$ cat config.mk
export PLATFORM = sky130hd
export DESIGN_NAME = addr_router
export DESIGN_NICKNAME = d
export VERILOG_FILES = /design/src/rtl/addr_router.sv
export SDC_FILE = /design/constraint.sdc
export NUM_CORES = 1
export LEC_CHECK = 0
export CORE_UTILIZATION = 25
export DETAILED_ROUTE_END_ITERATION = 8
export GPL_TIMING_DRIVEN = 0
export PLACE_DENSITY_LB_ADDON = 0.12
export SLEW_MARGIN = 20
export SYNTH_ARGS = -nofsm -noshare
export SYNTH_HDL_FRONTEND = slang
export SYNTH_SLANG_ARGS = --single-unit
export TNS_END_PERCENT = 30
$ cat constraint.sdc
create_clock -name clk -period 2.55 [get_ports clk]
set_input_delay 0.51 -clock clk [delete_from_list [all_inputs] [get_ports clk]]
set_output_delay 0.51 -clock clk [all_outputs]
set_load 0.05 [all_outputs]
$ cat src/rtl/addr_router.sv
// addr_router: routes each input beat to one of NUM_CH first-word-fall-through FIFOs,
// selected by the top CH_W bits of the beat address.
//
// Ports:
//   clk        rising-edge clock
//   reset      synchronous active-high reset; clears all counts and pointers
//   valid      input beat present
//   ready      FIFO selected by addr_in is not full (independent of valid)
//   addr_in    beat address; top CH_W bits choose the channel
//   data_in    beat data
//   out_valid  per-channel beat present (bit c = channel c)
//   out_ready  per-channel consumer accepts the head beat
//   addr_out   head address per channel, [c*ADDR_W +: ADDR_W], zero while empty
//   data_out   head data per channel, [c*DATA_W +: DATA_W], zero while empty
//   ch_count   per-channel occupancy 0..DEPTH, [c*CNT_W +: CNT_W]
module addr_router #(
    parameter int unsigned ADDR_W = 8,
    parameter int unsigned DATA_W = 16,
    parameter int unsigned NUM_CH = 4,
    parameter int unsigned DEPTH  = 4,
    localparam int unsigned CH_W  = $clog2(NUM_CH),
    localparam int unsigned CNT_W = $clog2(DEPTH) + 1
) (
    input  logic                     clk,
    input  logic                     reset,
    input  logic                     valid,
    output logic                     ready,
    input  logic [ADDR_W-1:0]        addr_in,
    input  logic [DATA_W-1:0]        data_in,
    output logic [NUM_CH-1:0]        out_valid,
    input  logic [NUM_CH-1:0]        out_ready,
    output logic [NUM_CH*ADDR_W-1:0] addr_out,
    output logic [NUM_CH*DATA_W-1:0] data_out,
    output logic [NUM_CH*CNT_W-1:0]  ch_count
);

    localparam int unsigned PTR_W  = $clog2(DEPTH);
    localparam int unsigned BEAT_W = ADDR_W + DATA_W;

    logic [CH_W-1:0]   sel;
    logic [NUM_CH-1:0] full;
    logic [NUM_CH-1:0] push;
    logic [NUM_CH-1:0] pop;

    assign sel = addr_in[ADDR_W-1 -: CH_W];

    // A full FIFO never accepts, even when it pops on the same edge.
    assign ready = ~full[sel];

    for (genvar c = 0; c < NUM_CH; c++) begin : g_ch
        logic [BEAT_W-1:0] mem_q [DEPTH];
        logic [PTR_W-1:0]  wptr_q, wptr_d;
        logic [PTR_W-1:0]  rptr_q, rptr_d;
        logic [CNT_W-1:0]  cnt_q, cnt_d;
        logic [BEAT_W-1:0] head;

        assign push[c] = valid && ready && (sel == CH_W'(c));
        assign pop[c]  = out_valid[c] && out_ready[c];

        always_comb begin
            wptr_d = wptr_q;
            rptr_d = rptr_q;
            cnt_d  = cnt_q;
            if (push[c]) begin
                wptr_d = wptr_q + 1'b1;
            end
            if (pop[c]) begin
                rptr_d = rptr_q + 1'b1;
            end
            if (push[c] && !pop[c]) begin
                cnt_d = cnt_q + 1'b1;
            end else if (!push[c] && pop[c]) begin
                cnt_d = cnt_q - 1'b1;
            end
        end

        always_ff @(posedge clk) begin
            if (reset) begin
                wptr_q <= '0;
                rptr_q <= '0;
                cnt_q  <= '0;
            end else begin
                wptr_q <= wptr_d;
                rptr_q <= rptr_d;
                cnt_q  <= cnt_d;
            end
        end

        // Storage is not reset; a write during reset is harmless since the pointers clear.
        always_ff @(posedge clk) begin
            if (push[c]) begin
                mem_q[wptr_q] <= {addr_in, data_in};
            end
        end

        assign head         = mem_q[rptr_q];
        assign full[c]      = (cnt_q == CNT_W'(DEPTH));
        assign out_valid[c] = (cnt_q != '0);

        assign addr_out[c*ADDR_W +: ADDR_W] = out_valid[c] ? head[BEAT_W-1 -: ADDR_W] : '0;
        assign data_out[c*DATA_W +: DATA_W] = out_valid[c] ? head[DATA_W-1:0] : '0;
        assign ch_count[c*CNT_W +: CNT_W]   = cnt_q;
    end

endmodule

* Word level (Yosys, flattened, before mapping) *
Memory sizes are Yosys's and may differ from the RTL's. A register that Yosys moved wholly into a read port is not among the register bits.
Cells that the tools add are included.
W data, S select, Z words.

storage, ports and cells
  memories kept = 4
  RAM bits = 384
  register bits after elaboration = 28

cells by class
  magnitude comparators = 1
  reductions and logical operators = 34
  bitwise operators = 1
  eq/ne operators = 7
  muxes and demuxes = 34
  add/sub/neg operators = 16

memory list
  memory         words  width  read ports  clocked after memory_dff  wr ports  RTL line  text
  g_ch[0].mem_q  4      24     1           1                         1         51        logic [BEAT_W-1:0] mem_q [DEPTH];
  g_ch[1].mem_q  4      24     1           1                         1         51
  g_ch[2].mem_q  4      24     1           1                         1         51
  g_ch[3].mem_q  4      24     1           1                         1         51

operators by type and width
  cell                   count
  $mux W16               4
  $mux W8                4
  $mux W3                8
  $logic_and A1 B1 Y1    17
  $add A2 B1 Y2 const B  8
  $mux W2                8
  $add A3 B1 Y3 const B  4
  $eq A3 B3 Y1 const B   4
  $reduce_bool A3 Y1     4
  $sub A3 B1 Y3 const B  4
  $mux W1                9
  $logic_not A1 Y1       8
  $reduce_bool A2 Y1     4
  $eq A2 B2 Y1 const B   2
  $lt A2 B3 Y1 const B   1
  $bmux W1 S2            1
  $eq A2 B1 Y1 const B   1
  $logic_not A2 Y1       1
  $not A1 Y1             1

* Depth between registers and ports, before layout *
  depth after elaboration = 10
  depth in mapped cells = 8

* Worst setup path before layout *
No wires, ideal clock.

  path kind = register -> register
  start = reg g_ch[0].cnt_q[0]
  end = reg g_ch[0].cnt_q[2]
  buffers on the path = 0
  setup time = 0.071 ns
  arrival = 2.631 ns
  data required time = 2.479 ns
  path slack = -0.152 ns
  stages on the path, launching flop included = 9
  path through = dfxtp_1 -> nor2_2 -> a2111oi_4 -> ha_1 -> inv_1 -> fa_1 -> xor2_1 -> or3_1 -> a21oi_1

between the ends
  longest elaborated chain between the ends = 9
  elaborated cells on any way between the ends = 17

ends and longest elaborated chain
  what                                  RTL line  text
  start, declared                       54        logic [CNT_W-1:0] cnt_q, cnt_d;
  start signal, assigned                85        cnt_q <= cnt_d;
  $eq A3 B3 Y1 (*)                      97        assign full[c] = (cnt_q == CNT_W'(DEPTH));
  $bmux W1 S2 (*)                       48        assign ready = ~full[sel];
  $mux W1 (implied by the code) (*)     48
  $not A1 Y1 (*)                        48
  $logic_and A1 B1 Y1 (*) (2 in a row)  57        assign push[c] = valid && ready && (sel == CH_W'(c));
  net push[0]                           42        logic [NUM_CH-1:0] push;
  $logic_not A1 Y1                      72        end else if (!push[c] && pop[c]) begin
  $logic_and A1 B1 Y1                   72
  $reduce_bool A2 Y1 (no line)          --

Mark *: on every way through the listed nets, which the timed path passes. The rest lies on a longest branch. The select of a mux whose other input is x is not followed.
A chain may end at the register's enable or synchronous reset.

==> qor.yml <==
status:
  status: "finished, violations left"
  violations: "setup timing"
cells_and_area:
  layout-drive-gt1-share_pct: 39.3
  final_util_pct: 33.8
  area_growth_pct: 33.1
  nNetsFinal: 1095
  layout_common_cells: "edfxtp_1 (384), mux4_2 (97), buf_6 (80)"
  layout_commonest_cell: "edfxtp_1"
sta:
  clock.fmax_mhz: 386
  drv_slew: 0
  setup_ws_ns: -0.0416
  worst_pin_slew_ns: 0.779
  hold_slack_ns: 0.478
  post-route-min-period_ns: 2.59
  period_share_pct: 102
  final.setup_skew_ns: 0.0254
  max_slew_margin_pct: 48.0
  hold_viol: 0
  grt_setup_unrepaired: "yes"
  setup_violations: 26
synthesis:
  async_reset_ff_share_pct: 0
  avgSynthCellArea_sq_um: 20.2
  seq_area_frac_synth_pct: 74.5
  synth_seq_cells: 420
  syn-instance-count: 813
  synth_warnings: 0
  synth_enable_flop_cells: 384
  syn_nets: 868
  synth_ff_type: "edfxtp_1"
  ys_types: 33
  syn_area_sq_um: 16400
clock_tree:
  cts.path.max_buffers: 3
  htreeDepth: 2
  numCtsBuffers: 47
  clock_latency_ns: 0.59
  cts_tree: "yes"
  root_buffer: "clkbuf_16"
  clk_pin_slew_ns: 0.06
  clkSinkCount: 420
global_routing:
  grt_pass1_wl_mm: 59.3
  grt_pass1_vias: 8835
  grt_max_degree: 25
  grtUsageTotal_pct: 12.1
  overflow: 0
  antenna_found_initial: 3
power_and_ir_drop:
  powerDensity_nw_per_um2: 1040
  power.total_mw: 22.7
  irDropWorstVdd_v: 0.000506
  leakage_nw: 7.32
floorplan:
  initial_core_util_pct: 25.4
  fp.dieArea_sq_um: 66800
  pin_count: 144
  core_area_sq_um: 64700
  die-height_um: 258
  die_w_um: 258
  rows: 93
drt:
  drt-vias-per-instance: 4.19
  ant_nets: 0
  top_layer: "met5"
  wl_mm: 39.8
  vias: 8103
  post-route-drc-count: 0
  wl_met2_mm: 19.0
  routed-wl-met3_mm: 1.78
  dr.pass1.iters: 4
  drt_iter0_markers: 426
  wl_per_cell_um: 20.6
  wl_met1_mm: 18.3
critical_path:
  endpoint_kind: "output port"
  crit_type: "flip-flop to output port"
  cp_max_fo: 5
  arrival_ns: 2.08
  start_kind: "flip-flop"
  cp.required_ns: 2.04
job:
  cap_viol_max_count: 0
place:
  port_buffers: 143
  place.gp.congestion: 0.682
  place_ws_ns: -1.23
  hpwl_mm: 25.4
worst_hold_path:
  hp-class: "flip-flop to flip-flop"
==> stage by stage <==
| step | TNS, ns | instances | instance area [sq um] |
|---|---|---|---|
| after floorplan | -0.0304 | 813 | 16400 |
| after global placement | -615.10 | 1811 | 18900 |
| after detailed placement | -315.49 | 1824 | 19200 |
| after CTS | -7.04 | 1934 | 21900 |
| after global routing | -6.47 | 1934 | 21900 |
| final | -0.341 | 1935 | 21900 |
==> path summary, 6_finish.rpt <==
| path | startpoint | endpoint | slack (ns) | depth (start not counted) |
|---|---|---|---|---|
| max | flip-flop | addr_out[2] | -0.04 | 5 |
| min | g_ch[1].rptr_q[1] | flip-flop | 0.48 | 2 |
| max reg2reg | g_ch[1].cnt_q[0] | g_ch[1].cnt_q[2] | 0.27 | 8 |
| min reg2reg | g_ch[1].rptr_q[1] | flip-flop | 0.48 | 2 |
==> layer usage <==
metal	vias up	GRT usage, %
li1	3654	-
met1	4230	16.6
met2	157	19.5
met3	60	2.69
met4	2	2.93
met5	-	0
==> cell families after synthesis <==
| family | count (synthesis) | share of synthesized area (%) |
|---|---|---|
| buffers and inverters | 53 | 1.48 |
| AO/OA/AOI/OAI | 24 | 1.07 |
| multiplexers | 109 | 14.1 |
| XOR/XNOR | 12 | 0.639 |
| adder cells (fa/ha/maj) | 24 | 2.01 |
| AND/OR/NAND/NOR | 171 | 6.20 |
| flip-flops | 420 | 74.5 |
==> timing repair <==
action	in CTS	in global routing
resized for setup	842	58
gates cloned	7	1
setup endpoints to repair	205	102
setup buffers	20	3
hold buffers	0	0
pin swaps	4	1
==> power breakdown <==
part           leakage (nW)  switching [mW]  total, mW  internal [mW]
combinational          2.82            4.69       8.04           3.35
clock                 0.730            2.75       6.64           3.89
sequential             3.77           0.225       8.00           7.78
total                  7.32            7.66       22.7           15.0
==> Yosys cell counts (4+ instances only) <==
cell	n	share of area (%)
edfxtp_1	384	70
mux4_2	97	13
nor2b_1	76	2.9
dfxtp_1	36	4.4
nor2_1	27	0.62
and2b_1	20	0.91
ha_1	20	1.5
inv_1	17	0.39
and2_1	12	0.46
buf_2	12	0.37
xor2_1	12	0.64
clkbuf_1	11	0.25
nand2_1	9	0.21
a21oi_1	8	0.24
buf_4	8	0.37
mux2i_1	8	0.49
nand2b_1	8	0.30
o21ai_0	8	0.24
or3_1	8	0.30
buf_1	5	0.11
and2_2	4	0.18
fa_1	4	0.49
o31ai_1	4	0.18
==> state kept, by name (all words and copies together), names as in the netlist, named ones only <==
register     flops
g_ch.mem_q     384
g_ch.wptr_q      8
g_ch.rptr_q      8
g_ch.cnt_q      12
==> layout make-up <==
type                    count  area, sq um
multi-input cells         340         4340
inverters                  17         63.8
plain buffers              31          368
clock inverters            25          259
fillers                  6224        42800
diodes                      2         5.00
flip-flops and latches    420        12300
well taps                 855         1070
repair buffers            183         2240
clock buffers              62         1250
==> worst max-delay path: stages (launching register included) <==
cell,delay (ns)
dfxtp_2,0.35
buf_12,0.15
buf_12,0.14
mux4_2,0.55
nor2b_4,0.16
buf_6,0.14
Note: power is estimated with default switching activity, not from simulation.
